==> src/rtl/cv32e40x_pkg.sv <==
// Shared opcode and state encodings for the EX-stage iterative divider.
// Opcode bit 0 marks unsigned ops, bit 1 selects the remainder.
package cv32e40x_pkg;

    typedef enum logic [1:0] {
        DIV_DIV  = 2'b00,
        DIV_DIVU = 2'b01,
        DIV_REM  = 2'b10,
        DIV_REMU = 2'b11
    } div_opcode_e;

    typedef enum logic [1:0] {
        DIV_IDLE,
        DIV_INIT,
        DIV_DIVIDE,
        DIV_FINISH
    } div_state_e;

    localparam logic [5:0] DIV_CLZ_ZERO = 6'd32;

endpackage

==> src/rtl/cv32e40x_div.sv <==
// Radix-2 restoring divider for DIV/DIVU/REM/REMU.
// Borrows the ALU CLZ and shifter for one cycle to normalise the divisor.
module cv32e40x_div
    import cv32e40x_pkg::*;
(
    input  logic        clk,
    input  logic        rst,
    input  logic        valid_i,
    output logic        ready_o,
    input  logic [1:0]  operator_i,
    input  logic [31:0] op_a_i,
    input  logic [31:0] op_b_i,
    input  logic        kill_i,
    output logic        valid_o,
    input  logic        ready_i,
    output logic [31:0] result_o,
    output logic [31:0] div_alu_op_a_o,
    output logic        div_clz_en_o,
    output logic [31:0] div_clz_data_o,
    input  logic [5:0]  div_clz_result_i,
    output logic        div_shift_en_o,
    output logic [5:0]  div_shift_amt_o,
    input  logic [31:0] div_op_a_shifted_i
);

    div_state_e  state_q, state_d;
    div_opcode_e op_q, op_d;
    logic [31:0] rem_q, rem_d;
    logic [31:0] d_q, d_d;
    logic [31:0] q_q, q_d;
    logic [5:0]  cnt_q, cnt_d;
    logic        sign_a_q, sign_a_d;
    logic        sign_b_q, sign_b_d;

    logic        op_signed;
    logic        neg_a;
    logic        neg_b;
    logic        div_by_zero;
    logic        rem_ge_d;
    logic [31:0] rem_sub;
    logic [31:0] quo_res;
    logic [31:0] rem_res;

    assign op_signed   = ~operator_i[0];
    assign neg_a       = op_signed & op_a_i[31];
    assign neg_b       = op_signed & op_b_i[31];
    assign div_by_zero = (div_clz_result_i == DIV_CLZ_ZERO);
    assign rem_ge_d    = (rem_q >= d_q);
    assign rem_sub     = rem_q - d_q;
    assign quo_res     = (sign_a_q ^ sign_b_q) ? -q_q : q_q;
    assign rem_res     = sign_a_q ? -rem_q : rem_q;

    always_ff @(posedge clk or posedge rst) begin
        if (rst) begin
            state_q <= DIV_IDLE;
        end else begin
            state_q <= state_d;
        end
    end

    always_comb begin
        state_d = state_q;
        if (kill_i) begin
            state_d = DIV_IDLE;
        end else begin
            unique case (state_q)
                DIV_IDLE:   if (valid_i) state_d = DIV_INIT;
                DIV_INIT:   state_d = div_by_zero ? DIV_FINISH : DIV_DIVIDE;
                DIV_DIVIDE: if (cnt_q == 6'd0) state_d = DIV_FINISH;
                DIV_FINISH: if (ready_i) state_d = DIV_IDLE;
                default:    state_d = DIV_IDLE;
            endcase
        end
    end

    always_ff @(posedge clk or posedge rst) begin
        if (rst) begin
            op_q     <= DIV_DIV;
            rem_q    <= '0;
            d_q      <= '0;
            q_q      <= '0;
            cnt_q    <= '0;
            sign_a_q <= 1'b0;
            sign_b_q <= 1'b0;
        end else begin
            op_q     <= op_d;
            rem_q    <= rem_d;
            d_q      <= d_d;
            q_q      <= q_d;
            cnt_q    <= cnt_d;
            sign_a_q <= sign_a_d;
            sign_b_q <= sign_b_d;
        end
    end

    always_comb begin
        op_d     = op_q;
        rem_d    = rem_q;
        d_d      = d_q;
        q_d      = q_q;
        cnt_d    = cnt_q;
        sign_a_d = sign_a_q;
        sign_b_d = sign_b_q;
        unique case (state_q)
            DIV_IDLE: begin
                if (valid_i && !kill_i) begin
                    op_d     = div_opcode_e'(operator_i);
                    sign_a_d = neg_a;
                    sign_b_d = neg_b;
                    rem_d    = neg_a ? -op_a_i : op_a_i;
                    d_d      = neg_b ? -op_b_i : op_b_i;
                    q_d      = '0;
                    cnt_d    = '0;
                end
            end
            DIV_INIT: begin
                if (div_by_zero) begin
                    // Restore the original dividend; clearing the signs skips correction.
                    q_d      = '1;
                    rem_d    = rem_res;
                    sign_a_d = 1'b0;
                    sign_b_d = 1'b0;
                end else begin
                    d_d   = div_op_a_shifted_i;
                    q_d   = '0;
                    cnt_d = div_clz_result_i;
                end
            end
            DIV_DIVIDE: begin
                if (rem_ge_d) rem_d = rem_sub;
                q_d   = {q_q[30:0], rem_ge_d};
                d_d   = d_q >> 1;
                cnt_d = cnt_q - 6'd1;
            end
            DIV_FINISH: begin
            end
            default: begin
            end
        endcase
    end

    always_comb begin
        ready_o         = 1'b0;
        valid_o         = 1'b0;
        result_o        = '0;
        div_clz_en_o    = 1'b0;
        div_shift_en_o  = 1'b0;
        div_alu_op_a_o  = '0;
        div_clz_data_o  = '0;
        div_shift_amt_o = '0;
        unique case (state_q)
            DIV_IDLE: begin
                ready_o = 1'b1;
            end
            DIV_INIT: begin
                div_clz_en_o    = 1'b1;
                div_shift_en_o  = 1'b1;
                div_alu_op_a_o  = d_q;
                div_clz_data_o  = d_q;
                div_shift_amt_o = div_clz_result_i;
            end
            DIV_DIVIDE: begin
            end
            DIV_FINISH: begin
                valid_o = ~kill_i;
                unique case (op_q)
                    DIV_DIV, DIV_DIVU: result_o = quo_res;
                    default:           result_o = rem_res;
                endcase
            end
            default: begin
            end
        endcase
    end

endmodule

==> config.mk <==
export PLATFORM = sky130hd
export DESIGN_NAME = cv32e40x_div
export DESIGN_NICKNAME = d
export VERILOG_FILES = /design/src/rtl/cv32e40x_pkg.sv /design/src/rtl/cv32e40x_div.sv
export SDC_FILE = /design/constraint.sdc
export NUM_CORES = 1
export LEC_CHECK = 0
export ABC_AREA = 1
export BUFFER_PORTS_ARGS = -buffer_cell sky130_fd_sc_hd__buf_2
export CORE_AREA = 10 10 160 162
export DETAILED_ROUTE_END_ITERATION = 16
export DIE_AREA = 0 0 170 172
export HOLD_SLACK_MARGIN = 0.15
export PLACE_DENSITY = 0.87
export SYNTH_ARGS = -nofsm -noshare
export SYNTH_HDL_FRONTEND = slang
export SYNTH_SLANG_ARGS = --single-unit
==> constraint.sdc <==
create_clock -name clk -period 4.2 [get_ports clk]
set_clock_uncertainty 0.05 [all_clocks]
set_input_delay 0.63 -clock clk [delete_from_list [all_inputs] [get_ports clk]]
set_output_delay 0.63 -clock clk [all_outputs]
set_load 0.02 [all_outputs]
==> impl_results.md, run 1 <==
- Worst-margin pin slew: roughly 1.1 ns
- DRT Pass-1 Iters: 9
- Critical Path AT: ~2.8 ns
- Most numerous cell in the Yosys netlist: nand2_1
- RSZ-0062 raised after global routing: false
- Max clock buf depth: 2
- Root Buffer: clkbuf_16
- Syn_nets: about 2400
- Clock latency on the worst-skew pair: 0.38 ns
- Cell Area, Synth: roughly 13000 µm²
- Leak: ~7.9 nW
- Placed wire-length estimate: ~40000 µm
- Row count: 55
- CTS Sinks: between 100 and 150
- Core box area: between 20000 and 25000 µm²
- Layout Nets: between 2000 and 3000
- Syn Inst Count: approximately 2300
- Total CTS buffers: 9
- Endpoints failing setup: 0
- Status: completed
- H-tree Lvls: 3
- Via count: between 15000 and 20000
- Vias per cell: 5.82
- Sequential cell area fraction in the yosys report: between 20% and 30%
- Setup CP Type: reg -> out
- Largest net degree at the start of global routing: a little under 80
- Post-CTS sizing: 0
- GRT Util Overall: between 30% and 40%
- Post-synth EDFFs: 0
- Post-layout min period: 3.49 ns
- Max cap viols: 0
- Clock Pin Slew Worst Setup and Hold Paths: 0.09 ns
- Area leader, netlist: dfrtp_1
- Unique masters post-synth: 48
- Die width: ~170 µm
- Total grt overflow: 0
- Die area: approximately 30000 µm²
- Synth area leaders: dfrtp_1 (21%), nand2_1 (19%), inv_1 (10%)
- Main synth FF type: dfrtp_1
- Worst vdd rail ir drop: around 1300 µV
- Hold Path Class: in -> async
- Port Buffers: between 200 and 250
- DRT iter0 DRCs: about 2200
- Worst reg2reg startpoint: rem_q[0]
- Die height: ~170 µm
- Reg2reg setup slack: about 1.2 ns
- Synth async-reset ratio: 100%
- Initial antenna violation count: 0
- Startpoint class of the critical path: flop
- CTS tree: yes
- Max-slew violations: 0
- Worst setup path end: result_o[30]
- List of most frequent post-synthesis cells: nand2_1 (658), inv_1 (345), nor2_1 (272)
- Routed wire length: just over 50000 µm
- Worst Setup SP: rem_q[0]
- Final hold vios: 0
- Synth warnings: 0
- Peak Freq: ~290 MHz
- R2R depth: 16
- Tcrit/Tclk final: a little over 80%
- Post-synth top area share: 20.7%
- Layout cells sized above 1: 12.4%
- First-pass GRT wire length: between 70000 and 80000 µm
- Routed Antenna Nets: 0
- Final TNS setup: 0 ns
- Yosys reg bits: approximately 110
- Post-DP Area: approximately 14000 µm²
- Fin area: 14200 µm²
- GPL Wtd Cong: between 1 and 1.5
- Required @ worst endpoint: 3.52 ns
- Initial Util: roughly 58%
- Pwr Density: 867 nW/µm²
- CP endpoint kind: output pin
- RR Endpoint: rem_q[20]
- Vias in the first global route: 14200
- CP max FO: 6
- Worst slew margin: 25.1%
- Diode count: 0
- Post-CTS setup buffers: 0
- WL/cell: between 15 and 20 µm
- IO Count: between 200 and 250
- Syn_area_per_cell: between 5 and 6 µm²
- Synthesis-to-layout area growth: 10.0%
- CTS Hold Bufs: 0
- DRC: 0
registers in the layout, indices dropped and copies added, names as in the netlist:
signal    count
cnt_q         6
op_q          1
q_q          32
d_q          32
sign_b_q      1
sign_a_q      1
state_q       2
rem_q        32
worst max-delay path, cell delays in order, from the launching register on:
cell	delay, ns
dfrtp_1	0.39
inv_1	0.22
ha_1	0.22
nand3_1	0.19
nor2_1	0.35
nand2_1	0.18
o21ai_0	0.18
nand2_1	0.07
nand2_1	0.08
nand2_1	0.06
nand2_1	0.08
nand2_1	0.08
a21oi_1	0.13
buf_2	0.18
worst min-delay path by stage:
stage / startpoint / endpoint / slack, ns
floorplan: q_q[31] / q_q[31] / 0.42
global placement: q_q[31] / q_q[31] / 0.45
finish: rst / cnt_q[5] / 0.27
detailed placement: q_q[31] / q_q[31] / 0.47
CTS: rst / cnt_q[4] / 0.30
global route: rst / q_q[8] / 0.32
cell families (layout without fill, tap and decap cells):
kind of cell,count (synthesis),after routing,synth area share [%]
buffers and inverters,473,604,15.1
flip-flops,107,107,20.7
AO/OA/AOI/OAI,436,436,18.7
adder cells (fa/ha/maj),44,44,4.31
AND/OR/NAND/NOR,1187,1187,37.9
XOR/XNOR,48,48,3.25
cells in the final DEF, fill, tap and decap left out, types with 5 or more instances in the layout:
| cell | instances |
|---|---|
| a21oi_1 | 169 |
| a21oi_2 | 17 |
| a22oi_1 | 21 |
| a31oi_1 | 18 |
| buf_2 | 214 |
| buf_4 | 19 |
| clkbuf_16 | 9 |
| dfrtp_1 | 107 |
| ha_1 | 40 |
| inv_1 | 344 |
| inv_2 | 5 |
| nand2_1 | 658 |
| nand2_2 | 6 |
| nand3_1 | 168 |
| nand3b_1 | 9 |
| nand4_1 | 23 |
| nor2_1 | 272 |
| nor2_2 | 8 |
| nor3_1 | 23 |
| o211ai_1 | 5 |
| o21ai_0 | 141 |
| o21ai_1 | 15 |
| o22ai_1 | 36 |
| xnor2_1 | 6 |
| xor2_1 | 42 |
metal layers:
layer  wire length [µm]  global-route usage [%]
met1              21800                    47.5
met3               5210                    7.25
met5                  0                       0
met2              22000                    49.7
met4               1460                    9.80
area by class of cell:
type | instances | area, µm²
sequential | 107 | 2680
multi-input combinational | 1715 | 8320
inverter | 355 | 1340
clock buffer | 9 | 225
clock inverter | 7 | 98.8
fill | 2243 | 8130
tap | 285 | 357
timing repair buffer | 233 | 1210
report_power, final:
part	internal, mW	switching [mW]	total (mW)
Clock	0.482	0.492	0.975
Sequential	1.43	0.478	1.91
Combinational	2.75	6.71	9.46
Total	4.66	7.68	12.3
metrics by stage:
step	std cells	hold WS [ns]	total power, mW	utilization, %	setup slack, ns
2_1_floorplan	2295	0.422	8.58	-	0.703
6_report	2711	0.268	12.3	63.6	0.712
3_3_place_gp	2695	0.448	10.9	62.2	1.21
3_5_place_dp	2695	0.468	11.0	62.2	1.17
5_1_grt	2711	0.318	13.4	63.6	0.499
4_1_cts	2711	0.296	12.0	63.6	0.732
Power figures use the tool's default switching activity.
==> inputs of run 2 (changes only) <==
--- a/config.mk
+++ b/config.mk
@@ -7,11 +7,11 @@
 export LEC_CHECK = 0
 export ABC_AREA = 1
 export BUFFER_PORTS_ARGS = -buffer_cell sky130_fd_sc_hd__buf_2
-export CORE_AREA = 10 10 160 162
+export CORE_AREA = 10 10 168 170
 export DETAILED_ROUTE_END_ITERATION = 16
-export DIE_AREA = 0 0 170 172
+export DIE_AREA = 0 0 178 180
 export HOLD_SLACK_MARGIN = 0.15
-export PLACE_DENSITY = 0.87
+export PLACE_DENSITY = 0.83
 export SYNTH_ARGS = -nofsm -noshare
 export SYNTH_HDL_FRONTEND = slang
 export SYNTH_SLANG_ARGS = --single-unit
==> constraint.sdc (replaced) <==
create_clock -name clk -period 2.95 [get_ports clk]
set_clock_uncertainty 0.05 [all_clocks]
set_input_delay 0.4425 -clock clk [delete_from_list [all_inputs] [get_ports clk]]
set_output_delay 0.4425 -clock clk [all_outputs]
set_load 0.02 [all_outputs]
==> impl_results.md, run 2 (synthesis results as in run 1) <==
- Critical Path AT: 2.39 ns (-0.42 ns)
- Top delay family on crit path: simple AND/OR/NAND/NOR gates
- Largest net degree at the start of global routing: 97 (+24%)
- DRT iter0 DRCs: 1987 (-10%)
- Met3 usage: 4.95% (-2.3 points)
- Pint: 6.96 mW (+49%)
- First-pass GRT wire length: 77800 µm (-0.33%)
- GRT Util Overall: 30.0% (-3.5 points)
- Net Switching: 11.0 mW (+43%)
- Die height: 180 µm (+4.7%)
- Commonest non-fill, non-tap cell in the layout: nand2_1
- Worst-margin pin slew: 1.11 ns (-0.00957 ns)
- CTS tree: yes
- Reg2reg setup slack: 0.21 ns (-1.00 ns)
- Total CTS buffers: 9 (unchanged)
- Worst Setup SP: rem_q[0]
- Fin Hold WS: 0.191 ns (-0.0773 ns)
- RR Endpoint: rem_q[22]
- Diode count: 0 (unchanged)
- IO Count: 215 (unchanged)
- Worst setup path end: result_o[28]
- Final Power: 17.9 mW (+45%)
- Clk network pwr share: 8.0% (about the same)
- CP endpoint kind: output pin
- Worst path buffer plus inverter count: 4 (+2)
- GPL Wtd Cong: 1.05 (+1.8%)
- R2R depth: 15 (-1)
- Routed Antenna Nets: 0 (unchanged)
- Hold Path Class: in -> reg
- Final Util: 59.2% (-4.4 points)
- Synthesis-to-layout area growth: 13.9%
- Placed wire-length estimate: 39600 µm (-0.46%)
- Initial Util: 52.0% (-5.9 points)
- Reg power frac: 14.7% (-0.8 points)
- RSZ-0062 raised after global routing: true
- Die area: 32000 µm² (+9.6%)
- H-tree Lvls: 3 (unchanged)
- Required @ worst endpoint: 2.46 ns (-1.06 ns)
- DRT Pass-1 Iters: 6 (-3)
- Cell total after placement: 2750 (+2.0%)
- Die width: 178 µm (+4.7%)
- Reg area: 2690 µm² (+0.28%)
- Startpoint class of the critical path: flop
- Clock Pin Slew Worst Setup and Hold Paths: 0.09 ns (about the same)
- DRC: 0 (unchanged)
- Slowest CP cell: dfrtp_1
- WL/cell: 18.1 µm (-2.5%)
- CP max FO: 6 (unchanged)
- Post-route setup slack: 0.0674 ns (-0.644 ns)
- Sw frac: 61.2% (-1.0 points)
- CTS Sinks: 107 (unchanged)
- Total grt overflow: 0 (unchanged)
- Routed wire length: 50300 µm (about the same)
- Worst vdd rail ir drop: 1450 µV (+11%)
- Row count: 58 (+5.5%)
- Max clock buf depth: 2 (unchanged)
- Final hold vios: 0 (unchanged)
- Worst path most repeated cell: nand2_1
- Status: completed
- Leak: 8.05 nW (+2.0%)
- Root Buffer: clkbuf_16
- Peak Freq: between 300 and 400 MHz
- Post-DP Area: 14100 µm² (+1.3%)
- Worst reg2reg startpoint: d_q[0]
- Fin area: 14700 µm² (+3.5%)
- Endpoints failing setup: 0 (unchanged)
- Hold Startpoint: kill_i
- Max cap viols: 0 (unchanged)
- CP Depth: 14 (+1)
- Core box area: 24900 µm² (+11%)
- Vias in the first global route: 14200 (+0.41%)
- Max-slew violations: 0 (unchanged)
- Most frequent cells in the layout: nand2_1 (653), inv_1 (338), nor2_1 (262)
- Worst slack, placed: 0.199 ns (-0.971 ns)
- Layout Nets: 2597 (+0.89%)
- Non-filler cells, final: 2779 (+2.5%)
- Setup CP Type: reg -> out
- Clock latency on the worst-skew pair: 0.38 ns (about the same)
- Worst slew margin: 25.7% (+0.64 points)
- Initial antenna violation count: 0 (unchanged)
- Crit-path cells: inv_2, ha_1, nand3_2, buf_4, inv_1, nand2_1, o21ai_1, nand2_1, nand2_1, nand2_1, nand2_1, nand2_1, a21oi_1, buf_2
- Post-layout min period: a little under 3 ns
- Pwr Density: 1220 nW/µm² (+40%)
- Port Buffers: 214 (unchanged)
- Grt peak-use layer: met2
- Final TNS setup: 0 ns (unchanged)
- Met1 Usage GRT: 41.3% (-6.2 points)
- Layout cells sized above 1: 15.1% (+2.7 points)
- Vias per cell: 5.68 (-2.3%)
- Regs by FF count: d_q: 32 flops, q_q: 32 flops, rem_q: 32 flops
- Area of the multi-input gates: 8490 µm² (+2.0%)
- Fill count: 2519 (+12%)
- Met2 GRT Util: 46.9% (-2.8 points)
- Comb pwr share: 77.3% (+0.7 points)
- Tcrit/Tclk final: 97.7%
- Via count: 15800 (+0.11%)
- Worst path max stage delay: 0.40 ns (about the same)
==> run 2: cell types whose count changed in the layout (fill, tap and decap cells not counted), sizes merged <==
cell / before / now
clkinvlp: 1 / 2
dlygate4sd3: 0 / 1
clkinv: 7 / 6
buf: 233 / 255
==> run 2: worst min path at each step <==
stage | end | slack, ns | depth (start not counted)
after floorplan | q_q[31] | 0.42 | 2
after global placement | q_q[31] | 0.44 | 2
after detailed placement | q_q[31] | 0.45 | 2
after CTS | state_q[0] | 0.19 | 2
after global routing | state_q[0] | 0.19 | 2
final | state_q[0] | 0.19 | 2
==> run 2: repair_timing <==
item	4_1_cts	5_1_grt
hold buffers	1	0
buffers inserted	0	12
endpoints found under the setup margin	13	53
resized for setup	8	63
endpoints found under the hold margin	21	0
pin swaps	1	11
==> run 2: worst reg2reg max path, delay by kind of cell (launching register included) <==
family                   cells  cell delay [ns]
AO/OA/AOI/OAI                1             0.07
AND/OR/NAND/NOR             10             1.01
buffers and inverters        2             0.37
adder cells (fa/ha/maj)      2             0.66
flip-flops                   1             0.47
==> run 2: final cells by class <==
cell class	count	share of cell area (%)
multi-input cells	1715	57.6
flip-flops and latches	107	18.2
repair buffers	256	9.95
inverters	355	9.13
well taps	330	2.80
clock buffers	9	1.53
clock inverters	7	0.764
==> run 2: metal layers <==
metal / share of wire (%) / vias to the layer above
li1: - / 7607
met4: 2.9 / 0
met3: 10 / 94
met1: 42 / 7163
met2: 46 / 925
met5: 0 / -
==> run 2: power groups by stage <==
stage | combinational, mW | sequential, mW | clock, mW
final | 13.9 | 2.64 | 1.43
after global routing | 15.2 | 2.70 | 1.47
after CTS | 13.3 | 2.61 | 1.43
after detailed placement | 13.2 | 2.64 | 0
after global placement | 13.0 | 2.61 | 0
after floorplan | 9.82 | 2.41 | 0
